### config.mk
export PLATFORM = sky130hd
export DESIGN_NAME = vga_sram_reader
export DESIGN_NICKNAME = d
export VERILOG_FILES = /design/src/rtl/vga_sram_reader.sv
export SDC_FILE = /design/constraint.sdc
export NUM_CORES = 1
export LEC_CHECK = 0
export CORE_MARGIN = 1.5
export CORE_UTILIZATION = 31
export DETAILED_ROUTE_END_ITERATION = 8
export PLACE_DENSITY = 0.48
export SYNTH_ARGS = -nofsm -noshare
export SYNTH_HDL_FRONTEND = slang
export SYNTH_SLANG_ARGS = --single-unit
### constraint.sdc
create_clock -name i_clk -period 3 [get_ports i_clk]
set_clock_uncertainty 0.05 [all_clocks]
set_input_delay 0.6 -clock i_clk [delete_from_list [all_inputs] [get_ports i_clk]]
set_output_delay 0.6 -clock i_clk [all_outputs]
set_load 0.02 [all_outputs]
### src/rtl/vga_sram_reader.sv
// Frame-buffer read side: VGA raster timing, sequential SRAM reads in step with the raster,
// and pixel/sync/de outputs aligned once the SRAM read latency has elapsed.
module vga_sram_reader #(
  parameter int unsigned H_ACTIVE   = 640,
  parameter int unsigned H_FP       = 16,
  parameter int unsigned H_SYNC     = 96,
  parameter int unsigned H_BP       = 48,
  parameter int unsigned V_ACTIVE   = 480,
  parameter int unsigned V_FP       = 10,
  parameter int unsigned V_SYNC     = 2,
  parameter int unsigned V_BP       = 33,
  parameter int unsigned CNT_WIDTH  = 10,
  parameter int unsigned ADDR_WIDTH = 19,
  parameter int unsigned DATA_WIDTH = 8,
  parameter int unsigned RD_LAT     = 2
) (
  input  logic                  i_clk,
  input  logic                  i_rst,
  input  logic                  i_en,
  input  logic                  i_frame_ready,
  output logic [ADDR_WIDTH-1:0] o_sram_addr,
  output logic                  o_sram_rd_en,
  input  logic [DATA_WIDTH-1:0] i_sram_data,
  output logic [DATA_WIDTH-1:0] o_pixel,
  output logic                  o_de,
  output logic                  o_hsync,
  output logic                  o_vsync,
  output logic                  o_frame_done
);

  localparam int unsigned H_TOTAL = H_ACTIVE + H_FP + H_SYNC + H_BP;
  localparam int unsigned V_TOTAL = V_ACTIVE + V_FP + V_SYNC + V_BP;

  localparam logic [CNT_WIDTH-1:0] H_LAST   = CNT_WIDTH'(H_TOTAL - 1);
  localparam logic [CNT_WIDTH-1:0] V_LAST   = CNT_WIDTH'(V_TOTAL - 1);
  localparam logic [CNT_WIDTH-1:0] H_VIS    = CNT_WIDTH'(H_ACTIVE);
  localparam logic [CNT_WIDTH-1:0] V_VIS    = CNT_WIDTH'(V_ACTIVE);
  localparam logic [CNT_WIDTH-1:0] H_HS_BEG = CNT_WIDTH'(H_ACTIVE + H_FP);
  localparam logic [CNT_WIDTH-1:0] H_HS_END = CNT_WIDTH'(H_ACTIVE + H_FP + H_SYNC - 1);
  localparam logic [CNT_WIDTH-1:0] V_VS_BEG = CNT_WIDTH'(V_ACTIVE + V_FP);
  localparam logic [CNT_WIDTH-1:0] V_VS_END = CNT_WIDTH'(V_ACTIVE + V_FP + V_SYNC - 1);

  typedef enum logic [1:0] {S_IDLE, S_WAIT, S_SCAN} state_t;

  state_t                state;
  logic [CNT_WIDTH-1:0]  h;
  logic [CNT_WIDTH-1:0]  v;
  logic [RD_LAT:0]       vis_pipe;
  logic [RD_LAT:0]       hs_pipe;
  logic [RD_LAT:0]       vs_pipe;

  logic                  h_wrap;
  logic                  v_wrap;
  logic                  start;
  logic                  nxt_live;
  logic [CNT_WIDTH-1:0]  nxt_h;
  logic [CNT_WIDTH-1:0]  nxt_v;
  logic [ADDR_WIDTH-1:0] nxt_addr;

  function automatic logic vis_at(input logic [CNT_WIDTH-1:0] hh, input logic [CNT_WIDTH-1:0] vv);
    return (hh < H_VIS) && (vv < V_VIS);
  endfunction

  function automatic logic hsync_at(input logic [CNT_WIDTH-1:0] hh);
    return (hh >= H_HS_BEG) && (hh <= H_HS_END);
  endfunction

  function automatic logic vsync_at(input logic [CNT_WIDTH-1:0] vv);
    return (vv >= V_VS_BEG) && (vv <= V_VS_END);
  endfunction

  // h/v/addr always describe the pixel whose read strobe is on the bus this cycle,
  // so the registered strobe, address and pipeline head are loaded from the successor position.
  always_comb begin
    h_wrap   = (h == H_LAST);
    v_wrap   = (v == V_LAST);
    start    = i_en && i_frame_ready && ((state == S_IDLE) || (state == S_WAIT));
    nxt_live = start || ((state == S_SCAN) && !(h_wrap && v_wrap && !i_en));
    nxt_h    = h_wrap ? '0 : h + CNT_WIDTH'(1);
    nxt_v    = v;
    nxt_addr = o_sram_addr + (vis_at(h, v) ? ADDR_WIDTH'(1) : '0);
    if (h_wrap) begin
      nxt_v = v_wrap ? '0 : v + CNT_WIDTH'(1);
    end
    if (h_wrap && v_wrap) begin
      nxt_addr = '0;
    end
    if (start) begin
      nxt_h    = '0;
      nxt_v    = '0;
      nxt_addr = '0;
    end
  end

  always_ff @(posedge i_clk) begin
    if (i_rst) begin
      state        <= S_IDLE;
      h            <= '0;
      v            <= '0;
      o_sram_addr  <= '0;
      vis_pipe     <= '0;
      hs_pipe      <= '1;
      vs_pipe      <= '1;
      o_pixel      <= '0;
      o_de         <= 1'b0;
      o_hsync      <= 1'b1;
      o_vsync      <= 1'b1;
      o_frame_done <= 1'b0;
    end else begin
      case (state)
        S_IDLE: begin
          if (start) state <= S_SCAN;
          else if (i_en) state <= S_WAIT;
        end
        S_WAIT: begin
          if (!i_en) state <= S_IDLE;
          else if (start) state <= S_SCAN;
        end
        S_SCAN: begin
          if (!nxt_live) state <= S_IDLE;
        end
        default: state <= S_IDLE;
      endcase

      if (nxt_live) begin
        h           <= nxt_h;
        v           <= nxt_v;
        o_sram_addr <= nxt_addr;
      end

      // Outside a scan the pipeline head is fed inactive values so it drains cleanly.
      vis_pipe     <= {vis_pipe[RD_LAT-1:0], nxt_live && vis_at(nxt_h, nxt_v)};
      hs_pipe      <= {hs_pipe[RD_LAT-1:0], !(nxt_live && hsync_at(nxt_h))};
      vs_pipe      <= {vs_pipe[RD_LAT-1:0], !(nxt_live && vsync_at(nxt_v))};
      o_frame_done <= nxt_live && (nxt_h == H_LAST) && (nxt_v == V_LAST);

      o_de    <= vis_pipe[RD_LAT];
      o_pixel <= vis_pipe[RD_LAT] ? i_sram_data : '0;
      o_hsync <= hs_pipe[RD_LAT];
      o_vsync <= vs_pipe[RD_LAT];
    end
  end

  assign o_sram_rd_en = vis_pipe[0];

endmodule

==> insert_results.sql, run 1 <==
INSERT INTO impl_metrics (metric_group, metric, value, unit) VALUES
('synthesis', 'synth-seq-area-share', '38.8', '%'),
('finish', 'finish.utilization', '40.5', '%'),
('finish', 'areaGrowthSynthToFinish', '25.1', '%'),
('place', 'final_wtd_congestion', '0.855', ''),
('die', 'design.core.area', '9860', 'um2'),
('die', 'die_width', '105', 'um'),
('synthesis', 'synth_area_per_cell', '8.66', 'um2'),
('synthesis', 'synth-warning-count', '0', ''),
('place', 'place.detailed.hpwl', '5.86', 'mm'),
('sta', 'final-max-slew-violation-count', '0', ''),
('sta', 'final_setup_violation_count', '0', ''),
('finish', 'antenna-diode-count', '0', ''),
('sta', 'setup_tns', '0', 'ns'),
('worst_setup_path', 'cp_top_family', 'simple AND/OR/NAND/NOR gates', ''),
('place', 'io_buffers', '43', ''),
('pwr', 'pwr_density_cell', '454', 'nW/um2'),
('clock_tree', 'clockBufferDepth', '2', ''),
('global_route', 'vias_in_the_first_global_route', '2628', ''),
('outcome', 'run_status', 'completed', ''),
('clock_tree', 'cts_tree', 'done', ''),
('die', 'ioPinCount', '44', ''),
('sta', 'final_period_minus_worst_setup_slack', '2.60', 'ns'),
('clock_tree', 'postCtsHoldBufs', '0', ''),
('worst_setup_path', 'timing.critical_path.mode_cell', 'nand4_1', ''),
('finish', 'finalNetCount', '428', ''),
('clock_tree', 'numCtsBuffers', '9', ''),
('worst_setup_path', 'critPathLaunchType', 'flop', ''),
('clock_tree', 'clock_slew_seen_by_the_registers_of_the_worst_setup_and_hold_paths', '0.07', 'ns'),
('clock_tree', 'clk_latency', '0.34', 'ns'),
('clock_tree', 'clock_sink_count', '62', ''),
('worst_setup_path', 'critical-path-max-stage-delay', '0.50', 'ns'),
('die', 'die_area', '10900', 'um2'),
('worst_setup_path', 'crit_arrival', '2.74', 'ns'),
('worst_setup_path', 'worst_path_max_delay_cell', 'nor4_4', ''),
('routing', 'finalWirelength', '8.08', 'mm'),
('sta', 'fmax', '384', 'MHz'),
('synthesis', 'netlist_instances', '369', ''),
('worst_setup_path', 'end_kind', 'flop', ''),
('sta', 'worst_slew_margin_rel', '53.8', '%'),
('synthesis', 'async_s_r_ff_share_synth', '0', '%'),
('worst_setup_path', 'start_to_end_type_of_the_worst_setup_path', 'flop to flop', ''),
('die', 'dieHeight', '105', 'um'),
('pwr', 'power.leakage', '1.27', 'nW'),
('pwr', 'max-vdd-ir-drop', '0.000187', 'V'),
('global_route', 'grt_max_degree', '31', ''),
('routing', 'routed_vias', '2806', ''),
('global_route', 'grt_first_pass_wirelength', '13.4', 'mm'),
('routing', 'postRouteAntennaNets', '0', ''),
('clock_tree', 'cts_setup_buffers', '0', ''),
('synthesis', 'syn-cell-area', '3200', 'um2'),
('finish', 'layout-drive-gt1-share', '14.4', '%'),
('synthesis', 'synth_flop_type', 'dfxtp_1', ''),
('job', 'cap_violations', '0', ''),
('sta', 'rsz_0062_raised_after_global_routing', 'no', ''),
('worst_setup_path', 'crit_path_cell_trace', 'ha_1 -> nand4_1 -> nor4_4 -> nand3_2 -> xor2_1 -> nor4_2 -> nand4_1', ''),
('die', 'core.rowCount', '36', ''),
('routing', 'drcViolationCount', '0', ''),
('global_route', 'track_usage', '15.5', '%'),
('synthesis', 'synth-seq-cells', '62', ''),
('sta', 'fin_crit_share', '86.7', '%'),
('clock_tree', 'clock_tree.root_cell', 'clkbuf_8', ''),
('sta', 'max_slew.worst_pin.slew', '0.691', 'ns'),
('global_route', 'grt.overflow.total', '0', ''),
('sta', 'whs', '0.361', 'ns'),
('sta', 'count_of_final_hold_check_violations', '0', ''),
('routing', 'drt_pre_antenna_iters', '5', ''),
('min_path', 'hold_path_class', 'flop to flop', ''),
('routing', 'detail_route.vias_per_cell', '5.11', ''),
('global_route', 'number_of_antenna_violations_at_the_first_check_in_global_routing', '0', ''),
('routing', 'initialDrtViolationCount', '120', ''),
('synthesis', 'synth_cell_type_count', '60', ''),
('pwr', 'power', '1.81', 'mW'),
('die', 'initial_core_util', '32.4', '%'),
('worst_setup_path', 'critical_path_buf_inv_count', '0', ''),
('worst_setup_path', 'cp_required', '3.14', 'ns'),
('synthesis', 'postSynthNetCount', '386', ''),
('clock_tree', 'cts.htree.levels', '3', ''),
('worst_setup_path', 'path_max_fanout', '6', ''),
('clock_tree', 'cts.repair.resized', '0', ''),
('synthesis', 'synth-edff-count', '0', ''),
('routing', 'routedWlPerCell', '14.7', 'um');
-- report_power, final --
part	leakage [nW]	switching [mW]	total, mW	internal (mW)
clock network	0.116	0.337	0.850	0.513
registers	0.501	0.00625	0.837	0.830
logic	0.657	0.0759	0.128	0.0521
total	1.27	0.419	1.81	1.40
-- logic make-up after synthesis --
kind of cell	count (synthesis)	synth area share, %
simple gates	169	31.8
flops	62	38.8
compound gates	69	14.0
fa+ha+maj	5	1.96
buf+inv	34	5.13
mux	2	0.626
xor+xnor	28	7.67
-- flip-flops by register name, indices dropped and copies added, names as in the netlist --
| register | cells |
|---|---|
| h | 10 |
| hs_pipe | 3 |
| o_de | 1 |
| o_frame_done | 1 |
| o_hsync | 1 |
| o_pixel | 8 |
| o_sram_addr | 19 |
| o_vsync | 1 |
| state | 2 |
| v | 10 |
| vis_pipe | 3 |
| vs_pipe | 3 |
-- metrics by stage --
| stage | setup WS (ns) | instances | area [um2] |
|---|---|---|---|
| 6_report | 0.399 | 549 | 4000 |
| 5_1_grt | 0.184 | 549 | 4000 |
| 4_1_cts | 0.395 | 549 | 4000 |
| 3_5_place_dp | 0.356 | 533 | 3760 |
| 3_3_place_gp | 0.372 | 533 | 3760 |
| 2_1_floorplan | 0.785 | 369 | 3200 |
-- layout make-up --
class,instances,area [um2]
Sequential cell,62,1240
Inverter,11,41.3
Clock inverter,5,81.3
Tap cell,133,166
Clock buffer,11,151
Multi-Input combinational cell,273,1790
Fill cell,976,5870
Timing Repair Buffer,54,526
-- metal layers --
layer	vias up	GRT usage [%]	share of wire (%)
met3	12	3.62	4.7
met4	0	8.63	2.1
li1	1404	-	-
met5	-	0	0
met2	77	24.0	46
met1	1313	19.7	48
-- cells in the final DEF (no fill, tap or decap), types with 14 or more instances in the layout --
cell type,count
nor3_1,14
xnor2_1,21
a21oi_1,25
nand3_1,15
nand4_1,15
dfxtp_1,62
nand2_1,26
nor2_1,34
clkdlybuf4s50_1,43
-- final timing paths --
kind / from / to / slack [ns] / cells past startpoint
worst min-delay path: hs_pipe[1]$_SDFF_PP1_ / hs_pipe[2]$_SDFF_PP1_ / 0.36 / 1
worst max register to register: h[0]$_SDFFE_PP0N_ / vs_pipe[0]$_SDFF_PP1_ / 0.40 / 7
worst min register to register: hs_pipe[1]$_SDFF_PP1_ / hs_pipe[2]$_SDFF_PP1_ / 0.36 / 1
worst max-delay path: h[0]$_SDFFE_PP0N_ / vs_pipe[0]$_SDFF_PP1_ / 0.40 / 7
-- cells in the mapped netlist, drive strengths merged (6+ instances only) --
master / n / share of area (%)
nor2: 35 / 4.2
or2: 10 / 2.0
xor2: 7 / 1.9
o21ai: 14 / 2.3
nor3: 16 / 3.0
nand4: 15 / 2.9
nand2: 26 / 3.1
nand3: 17 / 3.2
a21oi: 26 / 4.2
clkbuf: 11 / 1.3
nor2b: 6 / 1.2
and2: 10 / 2.0
nor4: 13 / 4.8
buf: 12 / 2.5
inv: 11 / 1.3
dfxtp: 62 / 39
xnor2: 21 / 5.8
No activity file was read; power rests on OpenSTA's default activity.
==> run 2, diff against run 1 <==
--- a/config.mk
+++ b/config.mk
@@ -8,6 +8,7 @@
 export CORE_MARGIN = 1.5
 export CORE_UTILIZATION = 31
 export DETAILED_ROUTE_END_ITERATION = 8
+export GPL_TIMING_DRIVEN = 0
 export PLACE_DENSITY = 0.48
 export SYNTH_ARGS = -nofsm -noshare
 export SYNTH_HDL_FRONTEND = slang
==> run 2 against run 1 <==
Compared with the run above: clock power grew 0.8%; final cell count grew 2.2%; count of clock-buffer cells in the layout shrank 2; final area grew 0.53%; sequential share of layout area shrank 0.16 points; critical path type unchanged.
==> insert_results.sql, run 2 (same netlist as run 1, synthesis figures left out) <==
INSERT INTO impl_metrics (metric_group, metric, value, unit) VALUES
('die', 'ioPinCount', '44', ''),
('min_path', 'hold_path_class', 'flop to flop', ''),
('die', 'initial_core_util', '32.4', '%'),
('worst_setup_path', 'timing.critical_path.mode_cell', 'nand4_1', ''),
('finish', 'finalNetCount', '440', ''),
('worst_setup_path', 'rrSetupSlack', '0.33', 'ns'),
('die', 'design.core.area', '9860', 'um2'),
('finish', 'largest_register', 'o_sram_addr', ''),
('worst_setup_path', 'critPathLaunchType', 'flop', ''),
('clock_tree', 'cts_setup_buffers', '0', ''),
('die', 'core.rowCount', '36', ''),
('finish', 'antenna-diode-count', '0', ''),
('routing', 'routedWlPerCell', '14.8', 'um'),
('finish', 'largest_register_ffs', '19', ''),
('die', 'die_width', '105', 'um'),
('clock_tree', 'cts.htree.levels', '3', ''),
('finish', 'areaGrowthSynthToFinish', '25.8', '%'),
('pwr', 'power.share.combinational', '7.2', '%'),
('outcome', 'run_status', 'completed', ''),
('finish', 'layout_commonest_cell', 'dfxtp_1', ''),
('pwr', 'p_sw', '0.463', 'mW'),
('sta', 'fin_crit_share', '89.0', '%'),
('sta', 'final-max-slew-violation-count', '0', ''),
('pwr', 'pwr_density_cell', '454', 'nW/um2'),
('worst_setup_path', 'crit_arrival', '2.82', 'ns'),
('routing', 'routed_vias', '2806', ''),
('pwr', 'max-vdd-ir-drop', '0.000246', 'V'),
('pwr', 'share_clk_of_total_power', '47.0', '%'),
('worst_setup_path', 'critical-path-max-stage-delay', '0.49', 'ns'),
('die', 'die_area', '10900', 'um2'),
('worst_setup_path', 'reg2reg_depth', '7', ''),
('pwr', 'sequentialPowerShare', '45.8', '%'),
('worst_setup_path', 'cp_required', '3.15', 'ns'),
('worst_setup_path', 'worstSetupEndpoint', 'vs_pipe[0]$_SDFF_PP1_', ''),
('sta', 'final_setup_violation_count', '0', ''),
('place', 'final_wtd_congestion', '0.844', ''),
('clock_tree', 'clock_sink_count', '62', ''),
('global_route', 'grt_first_pass_wirelength', '14.0', 'mm'),
('routing', 'finalWirelength', '8.29', 'mm'),
('pwr', 'p_int', '1.36', 'mW'),
('routing', 'detail_route.vias_per_cell', '5.00', ''),
('worst_setup_path', 'worstReg2RegStart', 'h[0]$_SDFFE_PP0N_', ''),
('global_route', 'number_of_antenna_violations_at_the_first_check_in_global_routing', '0', ''),
('sta', 'fmax', '374', 'MHz'),
('clock_tree', 'postCtsHoldBufs', '0', ''),
('global_route', 'vias_in_the_first_global_route', '2731', ''),
('worst_setup_path', 'worst_setup_path_startpoint', 'h[0]$_SDFFE_PP0N_', ''),
('sta', 'count_of_final_hold_check_violations', '0', ''),
('routing', 'postRouteAntennaNets', '0', ''),
('job', 'cap_violations', '0', ''),
('worst_setup_path', 'r2r-end', 'vs_pipe[0]$_SDFF_PP1_', ''),
('clock_tree', 'clock_tree.root_cell', 'clkbuf_8', ''),
('sta', 'final_period_minus_worst_setup_slack', '2.67', 'ns'),
('place', 'place.detailed.hpwl', '6.10', 'mm'),
('global_route', 'grt_max_degree', '14', ''),
('worst_setup_path', 'path_max_fanout', '6', ''),
('sta', 'rsz_0062_raised_after_global_routing', 'no', ''),
('worst_setup_path', 'worst_path_max_delay_cell', 'nor4_4', ''),
('worst_setup_path', 'start_to_end_type_of_the_worst_setup_path', 'flop to flop', ''),
('clock_tree', 'clk_latency', '0.36', 'ns'),
('clock_tree', 'clockBufferDepth', '2', ''),
('routing', 'drt_pre_antenna_iters', '4', ''),
('global_route', 'grt.overflow.total', '0', ''),
('die', 'dieHeight', '105', 'um'),
('clock_tree', 'cts_tree', 'done', ''),
('global_route', 'track_usage', '16.2', '%'),
('finish', 'mostFrequentLayoutCells', 'dfxtp_1 (62), clkdlybuf4s50_1 (43), nor2_1 (34), nand2_1 (26), a21oi_1 (25)', ''),
('worst_setup_path', 'crit_path_cell_trace', 'ha_1 -> nand4_1 -> nor4_4 -> nand3_2 -> xor2_1 -> nor4_2 -> nand4_1', ''),
('clock_tree', 'clock_slew_seen_by_the_registers_of_the_worst_setup_and_hold_paths', '0.09', 'ns'),
('worst_setup_path', 'end_kind', 'flop', ''),
('routing', 'initialDrtViolationCount', '130', ''),
('pwr', 'power.leakage', '1.29', 'nW'),
('sta', 'setup_tns', '0', 'ns'),
('finish', 'layout-drive-gt1-share', '14.3', '%'),
('clock_tree', 'numCtsBuffers', '9', ''),
('clock_tree', 'cts.repair.resized', '0', ''),
('finish', 'finish.utilization', '40.7', '%'),
('finish', 'largest_registers', 'o_sram_addr (19), h (10), v (10)', ''),
('place', 'io_buffers', '43', ''),
('pwr', 'power', '1.82', 'mW'),
('routing', 'drcViolationCount', '0', ''),
('pwr', 'power_switching_share', '25.4', '%'),
('sta', 'max_slew.worst_pin.slew', '0.711', 'ns'),
('sta', 'worst_slew_margin_rel', '52.5', '%');
run 2: cell count changes in the layout (fill, tap and decap cells not counted), moves of 2 or more:
cell / previous run / this run
clkbuf_1: 0 / 11
buf_4: 10 / 1
buf_2: 0 / 8
buf_6: 0 / 3
inv_6: 0 / 3
clkbuf_8: 11 / 9
run 2: power groups by stage:
stage          registers (mW)  clock network, mW  logic, mW
5_1_grt                 0.837              0.923      0.143
4_1_cts                 0.835              0.887      0.132
3_3_place_gp            0.855                  0      0.132
6_report                0.835              0.857      0.131
3_5_place_dp            0.855                  0      0.132
2_1_floorplan           0.858                  0     0.0749
run 2: metal layers:
layer	vias up	global-route usage, %	share of wire [%]
li1	1431	-	-
met1	1298	22.4	51
met2	64	24.3	44
met3	13	4.49	4.5
met4	0	4.96	1.3
met5	-	0	0
run 2: area by class of cell:
type	instances	area, um2
clock inverters	7	103
inverters	11	41.3
flip-flops and latches	62	1240
fillers	993	5850
multi-input cells	273	1790
repair buffers	43	430
well taps	133	166
plain buffers	23	123
clock buffers	9	124
run 2: critical path, delay by kind of cell (launching register included):
kind,cells,cell delay (ns)
fa+ha+maj,1,0.32
flops,1,0.44
simple gates,5,1.51
xor+xnor,1,0.19
run 2: how the worst min path moves through the flow:
stage / start / to / slack [ns] / cells after the start
final: vs_pipe[2]$_SDFF_PP1_ / o_vsync$_SDFF_PP1_ / 0.36 / 1
after global routing: vs_pipe[2]$_SDFF_PP1_ / o_vsync$_SDFF_PP1_ / 0.38 / 1
after CTS: vs_pipe[2]$_SDFF_PP1_ / o_vsync$_SDFF_PP1_ / 0.36 / 1
after detailed placement: vs_pipe[2]$_SDFF_PP1_ / o_vsync$_SDFF_PP1_ / 0.34 / 1
after global placement: vs_pipe[1]$_SDFF_PP1_ / vs_pipe[2]$_SDFF_PP1_ / 0.34 / 1
after floorplan: hs_pipe[0]$_SDFF_PP1_ / hs_pipe[1]$_SDFF_PP1_ / 0.34 / 1
run 2: through the flow:
step / instance area, um2 / instances / setup WS, ns / hold WS, ns
final: 4020 / 561 / 0.329 / 0.362
after detailed placement: 3790 / 545 / 0.146 / 0.344
after global routing: 4020 / 561 / 0.119 / 0.380
after floorplan: 3200 / 369 / 0.785 / 0.339
after global placement: 3790 / 545 / 0.133 / 0.343
after CTS: 4020 / 561 / 0.301 / 0.364
==> run 3, diff against run 2 <==
--- a/config.mk
+++ b/config.mk
@@ -10,6 +10,7 @@
 export DETAILED_ROUTE_END_ITERATION = 8
 export GPL_TIMING_DRIVEN = 0
 export PLACE_DENSITY = 0.48
+export SKIP_LAST_GASP = 1
 export SYNTH_ARGS = -nofsm -noshare
 export SYNTH_HDL_FRONTEND = slang
 export SYNTH_SLANG_ARGS = --single-unit
==> constraint.sdc (replaced) <==
create_clock -name i_clk -period 3 [get_ports i_clk]
set_clock_uncertainty 0.05 [all_clocks]
set_input_delay 0.75 -clock i_clk [delete_from_list [all_inputs] [get_ports i_clk]]
set_output_delay 0.75 -clock i_clk [all_outputs]
set_load 0.02 [all_outputs]
==> results of run 3 <==
Same layout as run 2: the final DEF is identical, and so are final timing and power.
Among the figures that moved: setup slack after placement 0.146 ns -> -0.00353 ns
